--- src/rtl/cascade_controller.sv ---
// Cascade manager for the PIC: tracks the INTA pulse train,
// drives CAS as master, decodes CAS as slave, gates the vector.
module cascade_controller #(
    parameter int NUM_IR  = 8,
    parameter int CAS_W   = 3,
    parameter int TIMEOUT = 64
) (
    input  logic              clk,
    input  logic              rst_n,
    input  logic              sp_en,
    input  logic              mode_8080,
    input  logic [NUM_IR-1:0] icw3,
    input  logic [NUM_IR-1:0] isr,
    input  logic              inta_n,
    input  logic [CAS_W-1:0]  cas_in,
    output logic [CAS_W-1:0]  cas_out,
    output logic              cas_oe,
    output logic              slave_sel,
    output logic              vec_en,
    output logic              seq_done,
    output logic              seq_abort
);

    localparam int TW = $clog2(TIMEOUT + 1);

    typedef enum logic [2:0] {
        IDLE, P1, G1, P2, G2, P3
    } state_t;

    state_t           state, state_d;
    logic             sync1, inta_s, inta_s_d;
    logic             fall, rise, tmo;
    logic [TW-1:0]    cnt, cnt_d;
    logic             sp_lat, mode_lat, cascaded;
    logic             sp_d, mode_d, casc_d;
    logic [CAS_W-1:0] id_lat, id_c, id_d;
    logic             sel_d, vec_d, oe_d, done_d, abort_d;
    logic [CAS_W-1:0] cas_d;

    assign fall = inta_s_d & ~inta_s;
    assign rise = ~inta_s_d & inta_s;
    assign tmo  = (cnt == TW'(TIMEOUT - 1));

    // Bring the asynchronous acknowledge into the clock domain.
    always_ff @(posedge clk or negedge rst_n) begin
        if (!rst_n) begin
            sync1    <= 1'b1;
            inta_s   <= 1'b1;
            inta_s_d <= 1'b1;
        end else begin
            sync1    <= inta_n;
            inta_s   <= sync1;
            inta_s_d <= inta_s;
        end
    end

    // Master id: lowest in-service bit, or the spurious id when none.
    always_comb begin
        id_c = CAS_W'(NUM_IR - 1);
        if (sp_en) begin
            for (int i = NUM_IR - 1; i >= 0; i--) begin
                if (isr[i]) id_c = CAS_W'(i);
            end
        end else begin
            id_c = icw3[CAS_W-1:0];
        end
    end

    // Next state, latches and registered output values.
    always_comb begin
        state_d = state;
        abort_d = 1'b0;
        done_d  = 1'b0;
        sp_d    = sp_lat;
        mode_d  = mode_lat;
        id_d    = id_lat;
        casc_d  = cascaded;
        sel_d   = slave_sel;
        if (state != IDLE && sp_en != sp_lat) begin
            state_d = IDLE;
            abort_d = 1'b1;
        end else begin
            unique case (state)
                IDLE: if (fall) begin
                    state_d = P1;
                    sp_d    = sp_en;
                    mode_d  = mode_8080;
                    id_d    = id_c;
                    casc_d  = sp_en & (|isr) & icw3[id_c];
                end
                P1: if (rise) begin
                    state_d = G1;
                    sel_d   = ~sp_lat & (cas_in == id_lat);
                end
                G1: if (fall) begin
                    state_d = P2;
                end else if (tmo) begin
                    state_d = IDLE;
                    abort_d = 1'b1;
                end
                P2: if (rise) begin
                    if (mode_lat) begin
                        state_d = G2;
                    end else begin
                        state_d = IDLE;
                        done_d  = 1'b1;
                    end
                end
                G2: if (fall) begin
                    state_d = P3;
                end else if (tmo) begin
                    state_d = IDLE;
                    abort_d = 1'b1;
                end
                P3: if (rise) begin
                    state_d = IDLE;
                    done_d  = 1'b1;
                end
                default: state_d = IDLE;
            endcase
        end
        if (state_d == IDLE) sel_d = 1'b0;
        oe_d  = (state_d != IDLE) & sp_d;
        cas_d = oe_d ? id_d : '0;
        vec_d = (state_d == P2 || state_d == P3) &
                (sp_d ? ~casc_d : sel_d);
        cnt_d = '0;
        if ((state_d == G1 || state_d == G2) && state_d == state)
            cnt_d = cnt + TW'(1);
    end

    // State, sequence latches and registered outputs.
    always_ff @(posedge clk or negedge rst_n) begin
        if (!rst_n) begin
            state     <= IDLE;
            cnt       <= '0;
            sp_lat    <= 1'b0;
            mode_lat  <= 1'b0;
            id_lat    <= '0;
            cascaded  <= 1'b0;
            cas_out   <= '0;
            cas_oe    <= 1'b0;
            slave_sel <= 1'b0;
            vec_en    <= 1'b0;
            seq_done  <= 1'b0;
            seq_abort <= 1'b0;
        end else begin
            state     <= state_d;
            cnt       <= cnt_d;
            sp_lat    <= sp_d;
            mode_lat  <= mode_d;
            id_lat    <= id_d;
            cascaded  <= casc_d;
            cas_out   <= cas_d;
            cas_oe    <= oe_d;
            slave_sel <= sel_d;
            vec_en    <= vec_d;
            seq_done  <= done_d;
            seq_abort <= abort_d;
        end
    end

endmodule

--- config.mk ---
export PLATFORM = sky130hd
export DESIGN_NAME = cascade_controller
export DESIGN_NICKNAME = d
export VERILOG_FILES = /design/src/rtl/cascade_controller.sv
export SDC_FILE = /design/constraint.sdc
export NUM_CORES = 1
export LEC_CHECK = 0
export ABC_AREA = 1
export CAP_MARGIN = 40
export CORE_MARGIN = 2
export CORE_UTILIZATION = 40
export CTS_CLUSTER_SIZE = 30
export DETAILED_ROUTE_END_ITERATION = 6
export GPL_TIMING_DRIVEN = 0
export PLACE_DENSITY = 0.75
export SETUP_SLACK_MARGIN = 0.02
export SLEW_MARGIN = 15
export SYNTH_ARGS = -nofsm -noshare
export SYNTH_HDL_FRONTEND = slang
export SYNTH_SLANG_ARGS = --single-unit
--- constraint.sdc ---
create_clock -name clk -period 1.9 [get_ports clk]
set_input_delay 0.38 -clock clk [delete_from_list [all_inputs] [get_ports clk]]
set_output_delay 0.38 -clock clk [all_outputs]
set_load 0.02 [all_outputs]
### Word-level counts from Yosys, hierarchy flattened

Index checks and enable logic that the tools add are counted.

| storage, ports and cells | value |
|---|---|
| register bits | 27 |
| bits of input ports | 24 |
| word-level logic and storage cells | 98 |

| cells by class | value |
|---|---|
| $add $sub $neg | 1 |
| order comparisons | 1 |
| equality and inequality tests | 13 |
| muxes and demuxes | 45 |
| bitwise logic cells | 12 |
| reductions and logical operators | 11 |

Operators with widths:

| cell | number |
|---|---|
| $mux 3 | 20 |
| $mux 1 | 21 |
| $pmux 3 s6 | 1 |
| $eq 3x2->1 const B | 4 |
| $eq 3x3->1 const B | 4 |
| $reduce_or 8->1 | 1 |
| $add 7x1->7 const B | 1 |
| $and 1x1->1 | 7 |
| $eq 7x6->1 const B | 1 |
| $mux 7 | 1 |
| $eq 3x3->1 | 2 |
| $logic_not 3->1 | 2 |
| $reduce_bool 3->1 | 2 |
| $not 1->1 | 5 |
| $lt 3x4->1 const B | 1 |
| $bmux 1 s3 | 1 |
| $eq 3x1->1 const B | 1 |
| $reduce_and 3->1 | 1 |
| $logic_and 1x1->1 | 2 |
| $logic_or 1x1->1 | 2 |
| $pmux 1 s2 | 1 |
| $reduce_or 2->1 | 1 |
| $ne 1x1->1 | 1 |

### Longest topological paths before layout

| depth | value |
|---|---|
| word-level depth | 17 |
| mapped depth | 15 |
| mapped depth without buffers | 15 |

### Worst setup path before layout

No wires, ideal clock.

| timing path | value |
|---|---|
| kind | reg2reg |
| start | reg cnt[0] |
| end | reg cnt[0] |
| arrival | 1.497 ns |
| path slack | 0.330 ns |
| stages on the path, launching flop included | 14 |
| buffers on the path | 0 |
| period minus slack after synthesis | 1.570 ns |
| path through | dfrtp_1 -> ha_1 -> nand3_2 -> inv_2 -> nand3_2 -> nor2_1 -> nand2_1 -> nand2_1 -> nand2_2 -> inv_1 -> nand2_1 -> o21ai_1 -> nand3_2 -> nor2_1 |

| between the ends | value |
|---|---|
| longest elaborated chain between the ends | 9 |

RTL lines:

| what | line | RTL |
|---|---|---|
| from (decl) | 33 | `logic [TW-1:0] cnt, cnt_d;` |
| from (signal assigned) | 149 | `cnt <= cnt_d;` |
| $eq 7x6->1 | 42 | `assign tmo = (cnt == TW'(TIMEOUT - 1));` |
| $mux 3 | 97, 111 |  |
| $mux 3 (on tied branches) | 109, 95 |  |
| $pmux 3 s6 | 83 | `unique case (state)` |
| $mux 3 | 79 | `if (state != IDLE && sp_en != sp_lat) begin` |
| $eq 3x2->1 / $eq 3x3->1 (equally long branches) | 128 | `if ((state_d == G1 \|\| state_d == G2) && state_d == state)` |
| $logic_or 1x1->1 | 128 |  |
| $logic_and 1x1->1 | 128 |  |
| $mux 7 * | 128 |  |
| net cnt_d[0] | 33 |  |

The timed path passes the listed nets; every way through them passes the cells marked *.
A chain may end at the register's enable or synchronous reset.

### Worst setup path after layout

| timing path | value |
|---|---|
| start | reg cnt[0] |
| end | reg cnt[1] |

The elaborated chain is that of the path after synthesis.

==> results.txt <==
The half-perimeter wire length of the detailed placement result came out at 2310 um. Leaving out fill and tap cells, the most frequent cells in the layout are sky130_fd_sc_hd__nand2_1, sky130_fd_sc_hd__inv_1, sky130_fd_sc_hd__clkdlybuf4s50_1. For this run the aggregate overflow at the end of global routing stands at 0. The synthesized netlist contains 30 unique library cells. Of the cells placed in the final design, the portion with a size suffix greater than 1 is 26.8%. In this run the horizontal extent of the chip is 65.5 um.

The smallest setup slack after layout is 0.0731 ns. After filler insertion, the fill cell instance count of the layout stands at 348. Dividing the detail-routed wire length by the instance count gives 11.2 um. The iteration count of the initial detailed-routing pass came out at 4. The count of nets left with antenna violations once routing finished came out at 0. The floorplan die height is 65.5 um.

The flow ran to the end, and the final reports show no timing, DRC or antenna violations. The required time of the critical path came out at 2.12 ns. The final design utilization came out at 58.1%. In the routed layout, each cell is associated on average with a via count of 4.72. The final number of setup-violating endpoints came out at 0. The source-to-sink clock delay at the later pin of the worst-skew pair came out at 0.28 ns. Clock skew on the completed layout was measured at 0.00723 ns.

The part of the total power dissipated in sequential elements came out at 34.9%. The maximum VDD drop is 0.804 mV. The H-tree depth is 1.

The data arrival time at the worst-slack endpoint is 2.05 ns. The I/O pin count came out at 32. The final instance area came out at 2110 um^2. The maximum clock rate is 547 MHz. The final layout net count came out at 265. For this design the total switching power over the nets is 964 uW.

The register bit total from synthesis is 27. The portion of the post-synthesis area used by sequential elements came out at 45.0%. The post-synthesis to final-layout area growth came out at 39.6%. The static power due to leakage came out at 1.03 nW. The average cell area after synthesis came out at 7.67 um^2.

The number of antenna violations at the first check in global routing is 0. The total instance count after detailed placement came out at 277. The CTS buffer count is 3. After detailed routing, the number of remaining DRC violations is 0. The cell-internal power is 1.35 mW. After clock tree synthesis, the clock-pin slew on the worst setup and hold paths is 0.09 ns. The critical path is of the flip-flop to flip-flop type. The floorplan step defined a die boundary enclosing 4290 um^2. At the pin with the least slew margin, the transition time is 0.766 ns. The number of failing hold endpoints at the final stage is 0. The gate count after technology mapping is 197. Net switching is 41.7% of the power. The library cell used most frequently in the layout, excluding fill and tap cells, is sky130_fd_sc_hd__nand2_1. The standard-cell row count came out at 22.

Summed over all failing endpoints, the final setup total negative slack is 0 ns. In this run the tool buffered the top-level ports with 31 buffer cells. The final worst-path cycle share is 96.2%. The number of buffers on the longest clock path is 2. The post-route minimum period is 1.83 ns. The count of routing violations after the opening detailed-route iteration is 57. The via count of the first global-routing pass is 1,184. The routability-driven placement congestion ratio is 0.818. When the netlist entered floorplanning its net count stood at 222.

The number of max-cap violations is 0. The area of the mapped netlist is 1510 um^2. The largest fanout on the critical path came out at 7. The share of total power in combinational logic is 50.2%.

Clock tree synthesis selected as its root buffer the cell sky130_fd_sc_hd__clkbuf_8. The worst setup slack after placement is -0.277 ns. The area of the placeable core came out at 3630 um^2.

The worst slew slack as a fraction of its limit came out at 48.8%. The clock drives 27 sinks. The class of the tightest hold or removal check is flip-flop to flip-flop. The TritonCTS clock tree is built. The global-route wire length before repair is 5040 um. The number of standard cells in the final layout excluding fillers is 287. The total count of max-transition violations in the final report came out at 0.

The total cell area at the placement stage is 1900 um^2. STA classifies the critical path startpoint as a flip-flop. The worst setup path is captured at a flip-flop. Entering global routing, the biggest net connects 18 pins. The clock network burns 14.9% of the power. The number of synthesis warnings is 0. The overall via count from detail_route came out at 1,354. The repair_antennas step left the layout with diodes totalling 0. The starting density of the core is 41.6%. The power per standard cell area came out at 1100 nW/um^2. The total of hold buffers inserted after clock tree synthesis came out at 0. In the global route stage, overall resource usage came out at 15.2%. The final routed wirelength across all metal layers is 3210 um. Setup repair after global routing could not meet its margin everywhere.
==> area by class of cell <==
cell class                 instances  area [um^2]  share of cell area [%]
multi-input combinational        127          772                    36.6
sequential                        27          681                    32.3
timing repair buffer              38          373                    17.7
inverter                          40          151                    7.18
tap                               48         60.1                    2.85
clock buffer                       3         41.3                    1.96
buffer                             3         22.5                    1.07
clock inverter                     1         8.76                   0.415
==> flip-flops by register name (all words and copies together), names as in the netlist <==
signal and cells:
cnt 7, cas_out 3, id_lat 3, state 3
cas_oe 1, cascaded 1, inta_s 1, inta_s_d 1
mode_lat 1, seq_abort 1, seq_done 1, slave_sel 1
sp_lat 1, sync1 1, vec_en 1
==> stage by stage <==
stage | total power [mW] | hold slack, ns
6_report | 2.31 | 0.364
5_1_grt | 2.48 | 0.370
4_1_cts | 2.12 | 0.364
3_5_place_dp | 1.76 | 0.350
3_3_place_gp | 1.74 | 0.347
2_1_floorplan | 1.47 | 0.0844
==> power groups by stage <==
stage	Combinational, mW	Sequential, mW	Clock [mW]
2_1_floorplan	0.607	0.862	0
3_3_place_gp	0.936	0.805	0
3_5_place_dp	0.956	0.808	0
4_1_cts	0.967	0.797	0.356
5_1_grt	1.28	0.826	0.375
6_report	1.16	0.807	0.345
==> logic make-up after synthesis <==
kind of cell             after synthesis  synth area share (%)
buffers and inverters                 43                  11.5
adder cells (fa/ha/maj)                1                 0.828
flip-flops                            27                  45.0
AND/OR/NAND/NOR                       99                  30.6
AO/OA/AOI/OAI                         19                  7.45
XOR/XNOR                               8                  4.64
==> per-layer routing <==
layer	track usage (%)	vias to the layer above	share of wire [%]	wire length (um)
met2	24.0	32	50	1590
met4	5.99	0	1.6	51
met3	3.94	7	4.7	150
met5	0	-	0	0
li1	-	694	-	-
met1	19.9	621	44	1420
==> Yosys cell counts <==
library cell / number / share of area (%)
sky130_fd_sc_hd__nor4_1: 1 / 0.41
sky130_fd_sc_hd__nor2_1: 21 / 5.2
sky130_fd_sc_hd__inv_1: 32 / 7.9
sky130_fd_sc_hd__o21a_1: 1 / 0.50
sky130_fd_sc_hd__xnor2_1: 2 / 1.2
sky130_fd_sc_hd__nor2_2: 1 / 0.41
sky130_fd_sc_hd__ha_1: 1 / 0.83
sky130_fd_sc_hd__nor3_2: 2 / 1.3
sky130_fd_sc_hd__a31oi_1: 2 / 0.83
sky130_fd_sc_hd__nor2_4: 2 / 1.5
sky130_fd_sc_hd__o22ai_1: 1 / 0.41
sky130_fd_sc_hd__a21oi_1: 7 / 2.3
sky130_fd_sc_hd__clkinv_2: 1 / 0.33
sky130_fd_sc_hd__nor3_1: 4 / 1.3
sky130_fd_sc_hd__dfstp_2: 3 / 5.2
sky130_fd_sc_hd__nand2_2: 3 / 1.2
sky130_fd_sc_hd__nand3_1: 15 / 5.0
sky130_fd_sc_hd__dfrtp_1: 24 / 40
sky130_fd_sc_hd__xor2_1: 6 / 3.5
sky130_fd_sc_hd__o21ai_4: 1 / 1.1
sky130_fd_sc_hd__nand3_2: 3 / 2.0
sky130_fd_sc_hd__o21ai_0: 6 / 2.0
sky130_fd_sc_hd__o21ai_1: 1 / 0.33
sky130_fd_sc_hd__clkbuf_1: 1 / 0.25
sky130_fd_sc_hd__buf_4: 1 / 0.50
sky130_fd_sc_hd__inv_2: 7 / 1.7
sky130_fd_sc_hd__nand2_1: 44 / 11
sky130_fd_sc_hd__nand3b_1: 1 / 0.50
sky130_fd_sc_hd__buf_6: 1 / 0.74
sky130_fd_sc_hd__nand4_1: 2 / 0.83
==> final timing paths <==
| path | from | to | slack [ns] | cells past startpoint |
|---|---|---|---|---|
| min | sync1 | inta_s | 0.36 | 0 |
| max | cnt[0] | cnt[1] | 0.07 | 13 |
| max in group asynchronous | rst_n | inta_s_d | 0.74 | 2 |
| min reg2reg | sync1 | inta_s | 0.36 | 0 |
| min in group asynchronous | rst_n | cnt[4] | 0.54 | 1 |
| max reg2reg | cnt[0] | cnt[1] | 0.07 | 13 |
==> critical path: stages (launching register included) <==
cell	delay [ns]
sky130_fd_sc_hd__dfrtp_1	0.44
sky130_fd_sc_hd__ha_4	0.18
sky130_fd_sc_hd__nand3_4	0.08
sky130_fd_sc_hd__inv_2	0.06
sky130_fd_sc_hd__nand3_2	0.07
sky130_fd_sc_hd__nor2_2	0.13
sky130_fd_sc_hd__nand2_2	0.09
sky130_fd_sc_hd__nand2_2	0.08
sky130_fd_sc_hd__nand2_2	0.06
sky130_fd_sc_hd__inv_2	0.07
sky130_fd_sc_hd__nand2_2	0.05
sky130_fd_sc_hd__o21ai_2	0.16
sky130_fd_sc_hd__nand3_4	0.16
sky130_fd_sc_hd__nor2_4	0.13
==> what timing repair did <==
item	4_1_cts	5_1_grt
pin swaps	0	11
endpoints found under the setup margin	2	12
gates resized for setup	1	34
setup buffers	0	6
Note: power is estimated with default switching activity, not from simulation.
